File: src/rtl/r2b_converter_i_pkg.sv
// Purpose: shared definitions for the row-to-block converter.
//   - Default geometry and the derived slice/beat counts for that geometry.
//   - Counter width helper, element typedef and the drain state encoding.
package r2b_converter_i_pkg;

  localparam int unsigned DEF_WIDTH      = 16;
  localparam int unsigned DEF_FRAC_WIDTH = 8;
  localparam int unsigned DEF_BLOCK_SIZE = 2;
  localparam int unsigned DEF_CHUNK_SIZE = 4;
  localparam int unsigned DEF_ROW        = 8;
  localparam int unsigned DEF_COL        = 6;
  localparam int unsigned DEF_NUM_CORES  = 2;

  // Derived for the default geometry.
  localparam int unsigned SLICE_ROWS = DEF_BLOCK_SIZE * DEF_NUM_CORES;
  localparam int unsigned BEATS      = DEF_COL / DEF_BLOCK_SIZE;

  typedef logic [DEF_WIDTH-1:0] elem_t;

  typedef enum logic {
    StIdle,
    StDrain
  } drain_st_e;

  // Width of a counter that must hold 0..n-1; never narrower than one bit.
  function automatic int unsigned cnt_width(input int unsigned n);
    return (n <= 1) ? 1 : $clog2(n);
  endfunction

endpackage

File: src/rtl/r2b_slice_buf.sv
// Purpose: ping-pong slice buffer, two banks of SLICE_ROWS x COL elements.
// Ports:
//   clk          rising-edge clock
//   i_wr_en      write one full row this cycle
//   i_wr_bank    bank being filled
//   i_wr_row     row index inside the slice
//   i_wr_data    row data, element 0 at the MSB
//   i_rd_bank    bank being drained
//   i_rd_beat    column-block index to gather
//   o_rd_tiles   NUM_CORES tiles for that column-block, core 0 at the MSB
module r2b_slice_buf #(
  parameter int unsigned WIDTH      = 16,
  parameter int unsigned COL        = 6,
  parameter int unsigned BLOCK_SIZE = 2,
  parameter int unsigned NUM_CORES  = 2,
  parameter int unsigned SLICE_ROWS = BLOCK_SIZE * NUM_CORES,
  parameter int unsigned BEATS      = COL / BLOCK_SIZE,
  parameter int unsigned ROW_W      = 2,
  parameter int unsigned BEAT_W     = 2
) (
  input  logic                                          clk,
  input  logic                                          i_wr_en,
  input  logic                                          i_wr_bank,
  input  logic [ROW_W-1:0]                              i_wr_row,
  input  logic [WIDTH*COL-1:0]                          i_wr_data,
  input  logic                                          i_rd_bank,
  input  logic [BEAT_W-1:0]                             i_rd_beat,
  output logic [WIDTH*BLOCK_SIZE*BLOCK_SIZE*NUM_CORES-1:0] o_rd_tiles
);

  localparam int unsigned RowBits   = WIDTH * COL;
  localparam int unsigned TileElems = BLOCK_SIZE * BLOCK_SIZE;
  localparam int unsigned OutElems  = TileElems * NUM_CORES;

  logic [RowBits-1:0] r_bank0 [SLICE_ROWS];
  logic [RowBits-1:0] r_bank1 [SLICE_ROWS];
  logic [RowBits-1:0] w_rows  [SLICE_ROWS];

  // Data storage needs no reset: bank validity is tracked by the top-level counters.
  always_ff @(posedge clk) begin
    if (i_wr_en) begin
      if (i_wr_bank) begin
        r_bank1[i_wr_row] <= i_wr_data;
      end else begin
        r_bank0[i_wr_row] <= i_wr_data;
      end
    end
  end

  always_comb begin
    for (int i = 0; i < SLICE_ROWS; i++) begin
      w_rows[i] = i_rd_bank ? r_bank1[i] : r_bank0[i];
    end
  end

  // Core k takes slice rows k*B..k*B+B-1; every core shares column-block i_rd_beat.
  always_comb begin
    o_rd_tiles = '0;
    for (int c = 0; c < BEATS; c++) begin
      if (int'(i_rd_beat) == c) begin
        for (int k = 0; k < NUM_CORES; k++) begin
          for (int r = 0; r < BLOCK_SIZE; r++) begin
            for (int q = 0; q < BLOCK_SIZE; q++) begin
              o_rd_tiles[WIDTH*(OutElems-(k*TileElems+r*BLOCK_SIZE+q))-1 -: WIDTH] =
                  w_rows[k*BLOCK_SIZE+r][WIDTH*(COL-(c*BLOCK_SIZE+q))-1 -: WIDTH];
            end
          end
        end
      end
    end
  end

endmodule

File: src/rtl/r2b_converter_i.sv
// Purpose: row-to-block converter. Captures one matrix row per beat into a
//   ping-pong slice buffer and, once a slice is complete, emits one beat per
//   column-block holding NUM_CORES BLOCK_SIZE x BLOCK_SIZE tiles.
// Ports:
//   clk             rising-edge clock
//   rst_n           synchronous active-low reset
//   en              global enable; low freezes all state
//   in_valid        in_n2r_buffer carries a row
//   in_n2r_buffer   one row, element 0 at the MSB
//   out_valid       out_n2r_buffer holds a new beat
//   slice_done      pulses with the last beat of a slice
//   out_n2r_buffer  NUM_CORES tiles, core 0 at the MSB
module r2b_converter_i
  import r2b_converter_i_pkg::*;
#(
  parameter int unsigned WIDTH      = DEF_WIDTH,
  parameter int unsigned FRAC_WIDTH = DEF_FRAC_WIDTH,
  parameter int unsigned BLOCK_SIZE = DEF_BLOCK_SIZE,
  parameter int unsigned CHUNK_SIZE = DEF_CHUNK_SIZE,
  parameter int unsigned ROW        = DEF_ROW,
  parameter int unsigned COL        = DEF_COL,
  parameter int unsigned NUM_CORES  = DEF_NUM_CORES
) (
  input  logic                                clk,
  input  logic                                rst_n,
  input  logic                                en,
  input  logic                                in_valid,
  input  logic [WIDTH*COL-1:0]                in_n2r_buffer,
  output logic                                out_valid,
  output logic                                slice_done,
  output logic [WIDTH*CHUNK_SIZE*NUM_CORES-1:0] out_n2r_buffer
);

  localparam int unsigned SliceRows = BLOCK_SIZE * NUM_CORES;
  localparam int unsigned Beats     = COL / BLOCK_SIZE;
  localparam int unsigned Slices    = ROW / SliceRows;
  localparam int unsigned RowW      = cnt_width(SliceRows);
  localparam int unsigned BeatW     = cnt_width(Beats);
  localparam int unsigned SliceW    = cnt_width(Slices);
  localparam int unsigned OutW      = WIDTH * CHUNK_SIZE * NUM_CORES;

  if (CHUNK_SIZE != BLOCK_SIZE * BLOCK_SIZE) begin : g_bad_chunk
    $error("CHUNK_SIZE must equal BLOCK_SIZE*BLOCK_SIZE");
  end
  if ((ROW % SliceRows) != 0 || (COL % BLOCK_SIZE) != 0) begin : g_bad_geom
    $error("ROW/COL not divisible by the slice/tile geometry");
  end
  if (Beats > SliceRows) begin : g_bad_beats
    $error("drain would not finish before the next slice is filled");
  end
  if (FRAC_WIDTH > WIDTH) begin : g_bad_frac
    $error("FRAC_WIDTH exceeds WIDTH");
  end

  logic [RowW-1:0]   r_row_cnt;
  logic [BeatW-1:0]  r_beat_cnt;
  logic [SliceW-1:0] r_slice_cnt;
  logic              r_fill_bank;
  drain_st_e         r_state;
  logic [OutW-1:0]   r_out;
  logic              r_out_valid;
  logic              r_slice_done;

  logic            w_capture;
  logic            w_last_row;
  logic            w_last_beat;
  logic            w_last_slice;
  logic [OutW-1:0] w_tiles;

  assign w_capture    = en & in_valid;
  assign w_last_row   = (r_row_cnt == RowW'(SliceRows - 1));
  assign w_last_beat  = (r_beat_cnt == BeatW'(Beats - 1));
  assign w_last_slice = (r_slice_cnt == SliceW'(Slices - 1));

  // The drained bank is always the one not being filled.
  r2b_slice_buf #(
    .WIDTH      (WIDTH),
    .COL        (COL),
    .BLOCK_SIZE (BLOCK_SIZE),
    .NUM_CORES  (NUM_CORES),
    .SLICE_ROWS (SliceRows),
    .BEATS      (Beats),
    .ROW_W      (RowW),
    .BEAT_W     (BeatW)
  ) u_slice_buf (
    .clk        (clk),
    .i_wr_en    (w_capture),
    .i_wr_bank  (r_fill_bank),
    .i_wr_row   (r_row_cnt),
    .i_wr_data  (in_n2r_buffer),
    .i_rd_bank  (~r_fill_bank),
    .i_rd_beat  (r_beat_cnt),
    .o_rd_tiles (w_tiles)
  );

  always_ff @(posedge clk) begin
    if (!rst_n) begin
      r_row_cnt    <= '0;
      r_beat_cnt   <= '0;
      r_slice_cnt  <= '0;
      r_fill_bank  <= 1'b0;
      r_state      <= StIdle;
      r_out        <= '0;
      r_out_valid  <= 1'b0;
      r_slice_done <= 1'b0;
    end else if (en) begin
      if (r_state == StDrain) begin
        r_out        <= w_tiles;
        r_out_valid  <= 1'b1;
        r_slice_done <= w_last_beat;
        r_beat_cnt   <= w_last_beat ? '0 : r_beat_cnt + BeatW'(1);
        if (w_last_beat) begin
          r_state <= StIdle;
        end
      end else begin
        r_out_valid  <= 1'b0;
        r_slice_done <= 1'b0;
      end

      if (in_valid) begin
        if (w_last_row) begin
          r_row_cnt   <= '0;
          r_fill_bank <= ~r_fill_bank;
          r_slice_cnt <= w_last_slice ? '0 : r_slice_cnt + SliceW'(1);
          // A completed slice starts its drain even if the previous one ends this edge.
          r_state     <= StDrain;
          r_beat_cnt  <= '0;
        end else begin
          r_row_cnt <= r_row_cnt + RowW'(1);
        end
      end
    end
  end

  assign out_n2r_buffer = r_out;
  assign out_valid      = r_out_valid;
  assign slice_done     = r_slice_done;

endmodule

File: config.mk
export PLATFORM = sky130hd
export DESIGN_NAME = r2b_converter_i
export DESIGN_NICKNAME = d
export VERILOG_FILES = /design/src/rtl/r2b_converter_i_pkg.sv /design/src/rtl/r2b_slice_buf.sv /design/src/rtl/r2b_converter_i.sv
export SDC_FILE = /design/constraint.sdc
export NUM_CORES = 1
export LEC_CHECK = 0
export CORE_MARGIN = 2
export CORE_UTILIZATION = 58
export CTS_BUF_LIST = sky130_fd_sc_hd__clkbuf_8
export DETAILED_ROUTE_END_ITERATION = 6
export PLACE_DENSITY = 0.9
export SYNTH_ARGS = -nofsm -noshare
export SYNTH_HDL_FRONTEND = slang
export SYNTH_SLANG_ARGS = --single-unit
File: constraint.sdc
create_clock -name clk -period 7.7 [get_ports clk]
set_clock_uncertainty 0.15 [all_clocks]
set_input_delay 1.54 -clock clk [delete_from_list [all_inputs] [get_ports clk]]
set_output_delay 1.54 -clock clk [all_outputs]
set_load 0.01 [all_outputs]
==> results.toml, run 1 <==
[critical_path]
worst_ep_arrival_time_ns = 4.35
reg2reg_depth = 3
worstSetupStartpointType = "primary input"
reg2reg_from = "r_fill_bank"
r2r_slack_ns = 3.84
worstPathMaxFanout = 60
crit_path_end_kind = "register"
cp.required_ns = 7.95
criticalPathCategory = "primary input to register"
r2r-end = "u_slice_buf.r_bank1[2][41]"

[clock_network]
cts_root_buf = "clkbuf_8"
hold_buffers = 0
clock_latency_ns = 0.78
cts_buffers = 137
cts.sinks = 904
post_cts_buffers = 0
cts_tree = "done"
cts_max_level = 4
clk_pin_slew_worst_paths_ns = 0.06
cts-resized-gates = 0
clk_path_buf_depth = 3

[grt]
grt_usage = 0.249
overflow = 0
first_global_vias = 19634
grt_max_degree = 204
grt_pass1_wl_mm = 112
antenna_found_initial = 9

[timing]
slew_headroom = 0.158
setup_tns_ns = 0
worstMarginPinSlew_ns = 1.26
slew_viol_final = 0
rsz0062_at_grt = "no"
setup_viol = 0
finalCritPeriodShare = 0.533
fin_crit_ns = 4.10
fmax_mhz = 244
finalHoldViolCount = 0

[route]
drc_errors = 0
met1_length_mm = 28.3
viasPerCell = 6.21
firstDrtPassIters = 5
dr_total_vias = 18549
drt_iter0_markers = 1820
detail-route-antenna-nets = 0
route.met3.wl_mm = 6.05
wl_per_cell_um = 24.9
routed_wl_mm = 74.4
wl_met2_mm = 37.8
top_layer_used = "met5"

[run]
maxCapViolations = 0

[die]
io_pins = 230
start_util = 0.585
dieWidth_um = 245
num_rows = 88
core-area_um2 = 57500
dieArea_um2 = 59900
die_h_um = 245

[placed_design]
io_buffer_count = 229
gp_congestion = 0.776
hpwl_mm = 39.1
placed_cells = 2736

[yosys]
mappedNetlistArea_um2 = 33600
avgSynthCellArea_um2 = 18.2
syn_inst = 1849
synth_seq_cells = 904
yosysUniqueCellTypes = 31
syn_nets = 1953
synth-seq-area-share = 0.767
yosysWarningCount = 0

[cells_and_area]
fin_nets = 2214
multi_input_area_um2 = 7070
final_layout_size_suffix_gt1_frac = 0.147
regArea_um2 = 25800
fin_cells = 2988
n_fill_cell = 3463
area_growth_pct = 15.9

[power_and_ir_drop]
p_per_area_nw_per_um2 = 239
ir_drop_v = 0.000172
leakage_nw = 11.9

[status]
outcome = "complete, no violations"

[worst_hold_path]
min_path_cells = 2
hp-start = "r_row_cnt[1]"
hold_path_class = "register to register"
min_to = "r_row_cnt[1]"
[registers in the layout, indices dropped and copies added (netlist names)]
register,count
u_slice_buf.r_bank0,384
u_slice_buf.r_bank1,384
out_n2r_buffer,128
r_beat_cnt,2
r_row_cnt,2
out_valid,1
r_fill_bank,1
r_state,1
slice_done,1
[report_power, final]
group,total (mW),leakage [nW],switching (mW),internal [mW]
clock network,3.76,1.52,1.78,1.98
logic,0.181,2.34,0.121,0.0603
registers,5.37,8.03,0.0146,5.36
[cell families after synthesis]
| group | Yosys count | synth area share |
|---|---|---|
| muxes | 384 | 0.114 |
| and+or+nand+nor | 32 | 0.00473 |
| AOI/OAI and AO/OA | 392 | 0.0872 |
| adders and majority gates | 4 | 0.00149 |
| buffers and inverters | 132 | 0.0254 |
| DFF | 904 | 0.767 |
| xor gates and xnor gates | 1 | 0.000260 |
[Yosys cell counts, drive strengths merged]
| cell type | number | share of area |
|---|---|---|
| nor2 | 9 | 0.0010 |
| o2bb2ai | 1 | 0.00026 |
| a21oi | 3 | 0.00045 |
| dfxtp | 136 | 0.081 |
| xnor2 | 1 | 0.00026 |
| or2 | 2 | 0.00037 |
| or2b | 1 | 0.00022 |
| nor2b | 1 | 0.00019 |
| ha | 4 | 0.0015 |
| mux2i | 384 | 0.11 |
| a21boi | 2 | 0.00045 |
| and2 | 3 | 0.00056 |
| inv | 3 | 0.00033 |
| edfxtp | 768 | 0.69 |
| o22ai | 128 | 0.024 |
| nand2b | 3 | 0.00086 |
| o21a | 1 | 0.00022 |
| clkbuf | 29 | 0.0032 |
| nand2 | 11 | 0.0012 |
| o21ai | 129 | 0.019 |
| o221a | 128 | 0.043 |
| nand3 | 2 | 0.00030 |
| buf | 100 | 0.022 |
[metrics by stage]
step                setup slack (ns)  power, mW  hold WS, ns  area [um^2]  utilization
floorplan                       1.19       5.52        0.316        33600            -
global placement                2.91       5.64        0.335        36300        0.632
detailed placement              2.83       5.65        0.371        36300        0.632
CTS                             3.64       9.35        0.378        39000        0.678
global route                    3.47       9.57        0.398        39000        0.678
finish                          3.60       9.31        0.378        39000        0.678
[layout by cell type, fill, tap and decap left out, types with 4 or more instances in the layout]
master and n:
edfxtp_1 768, mux2i_1 384, clkdlybuf4s50_1 228, clkbuf_8 155, dfxtp_1 135, o22ai_1 128
o221a_2 111, o21ai_0 98, inv_1 54, o21ai_1 31, clkinv_1 20, buf_4 19
o221a_1 17, nand2_1 11, clkinv_2 10, nor2_4 8, clkinvlp_4 7, ha_1 4
bufinv_16 4, buf_12 4
[critical path, cell delays in order]
cell             delay [ns]
clkdlybuf4s50_1        0.62
nand2_1                0.30
nor2_4                 0.98
buf_4                  0.80
[how the worst max path moves through the flow]
| stage | startpoint | endpoint | cells after the start |
|---|---|---|---|
| after floorplan | en | u_slice_buf.r_bank0[0][0] | 2 |
| after global placement | en | u_slice_buf.r_bank1[2][12] | 4 |
| after detailed placement | en | u_slice_buf.r_bank1[2][75] | 4 |
| after CTS | en | u_slice_buf.r_bank1[2][43] | 4 |
| after global routing | en | u_slice_buf.r_bank1[2][43] | 4 |
| final | en | u_slice_buf.r_bank1[2][41] | 4 |
[layer usage]
layer,global-route usage,vias up
met5,0,-
met4,0.108,12
met3,0.0669,159
met2,0.418,920
met1,0.306,9429
li1,-,8029
[cell type report]
class                   instances  area share
flip-flops and latches        904       0.662
multi-input cells             813       0.181
repair buffers                251      0.0643
clock buffers                 155      0.0547
well taps                     765      0.0246
clock inverters                94      0.0131
inverters                       3    0.000289
diodes                          3    0.000193
No activity file was read; power rests on OpenSTA's default activity.
==> inputs of run 2 (changes only) <==
- CORE_UTILIZATION: 58 -> 55
- PLACE_DENSITY: 0.9 -> 0.89
- clock period: 7.7 -> 3.4 ns (I/O delays scaled with it)
==> run 2 against run 1 <==
Non-clock buffer count increased by 23. Sequential cell count unchanged. Wire length increased by 0.68%. Largest power group unchanged. Critical endpoint is now out_n2r_buffer[109]. First-iteration DRC count decreased by 2.0%. Via count about the same.
==> results.toml, run 2 (synthesized netlist as in run 1, its figures left out) <==
[status]
outcome = "complete, no violations"

[clock_network]
hold_buffers = 0
cts.sinks = 904
post_cts_buffers = 0
cts-resized-gates = 0
cts_tree = "done"
clk_pin_slew_worst_paths_ns = 0.08
cts_max_level = 4
clock_latency_ns = 0.78
cts_buffers = 135
cts_root_buf = "clkbuf_8"
clk_path_buf_depth = 3

[critical_path]
cp.required_ns = 2.57
crit_chain = "clkdlybuf4s50_1"
crit_path_end_kind = "output pin"
worstSetupStartpointType = "register"
max_stage_delay_ns = 0.58
cpLargestDelayFamily = "buffers and inverters"
crit_buf_inv = 1
cp.depth = 1
crit_start = "out_n2r_buffer[109]"
worst_ep_arrival_time_ns = 1.83
worstPathMaxFanout = 2
criticalPathCategory = "register to output pin"
reg2reg_depth = 4
reg2reg_from = "r_fill_bank"
slowest_stage = "clkdlybuf4s50_1"

[cells_and_area]
fin_nets = 2235
utilization = 0.655
final_cell_mix = "edfxtp_1 (768), mux2i_1 (384), clkdlybuf4s50_1 (228)"
final_layout_size_suffix_gt1_frac = 0.159
fin_cells = 3030
n_fill_cell = 3677
fin_area_um2 = 39500
final_common_cell = "edfxtp_1"
area_growth_pct = 17.5

[route]
firstDrtPassIters = 5
viasPerCell = 6.12
dr_total_vias = 18557
detail-route-antenna-nets = 0
drt_iter0_markers = 1783
wl_per_cell_um = 24.7
routed_wl_mm = 74.9
drc_errors = 0

[grt]
grt_pass1_wl_mm = 113
grt_max_degree = 108
antenna_found_initial = 10
grt_usage = 0.238
overflow = 0
first_global_vias = 19707

[placed_design]
placed_cells = 2776
dpl_cell_area_um2 = 36900
gp_congestion = 0.756
io_buffer_count = 229
hpwl_mm = 41.5

[timing]
fin_worst_hold_slack_ns = 0.235
slew_viol_final = 0
worstMarginPinSlew_ns = 0.818
finalHoldViolCount = 0
finalCritPeriodShare = 0.782
fmax_mhz = 376
slew_headroom = 0.455
fin_crit_ns = 2.66
rsz0062_at_grt = "no"
setup_viol = 0

[die]
io_pins = 230
dieWidth_um = 251
die_h_um = 251
core-area_um2 = 60400
start_util = 0.557
num_rows = 90
dieArea_um2 = 63100

[worst_hold_path]
hp-start = "rst_n"
hold_path_class = "primary input to register"
min_path_cells = 2

[power_and_ir_drop]
ir_drop_v = 0.000330
seq_power_share = 0.577
p_comb_frac = 0.020
pwr-share-clk = 0.403
switching_share = 0.207
switching_power_mw = 4.36
p_per_area_nw_per_um2 = 533
leakage_nw = 12.1
power_mw = 21.1
power.internal_mw = 16.7

[run]
maxCapViolations = 0
[run 2: final timing paths]
check / slack, ns / endpoint
worst max register to register: 0.87 / out_n2r_buffer[92]
worst max-delay path: 0.74 / out_n2r_buffer[109]
worst min register to register: 0.35 / r_state
worst min-delay path: 0.23 / out_n2r_buffer[5]
[run 2: stage by stage]
step	setup slack (ns)	TNS, ns
3_5_place_dp	0.478	0
6_report	0.743	0
2_1_floorplan	-0.744	-264.19
3_3_place_gp	0.541	0
5_1_grt	0.681	0
4_1_cts	0.700	0
[run 2: area by class of cell]
cell class	instances	area (um^2)	share of cell area
inverters	3	11.3	0.000285
diodes	9	22.5	0.000570
clock buffers	156	2150	0.0543
multi-input cells	813	7070	0.179
clock inverters	89	482	0.0122
well taps	782	978	0.0248
flip-flops and latches	904	25800	0.653
repair buffers	274	3020	0.0763
[run 2: power groups by stage]
stage               clock network, mW  registers, mW  logic (mW)
finish                           8.49           12.2       0.419
global placement                    0           12.4       0.393
CTS                              8.62           12.2       0.418
floorplan                           0           12.4       0.101
detailed placement                  0           12.4       0.415
global route                     9.10           12.2       0.446
[run 2: metal layers]
layer / vias to the layer above / part of all wire / GRT usage / routed length, um
li1: 8088 / - / - / -
met1: 9450 / 0.39 / 0.294 / 29000
met2: 858 / 0.50 / 0.394 / 37700
met3: 159 / 0.078 / 0.0619 / 5880
met4: 2 / 0.031 / 0.116 / 2330
met5: - / 0.00015 / 0 / 11
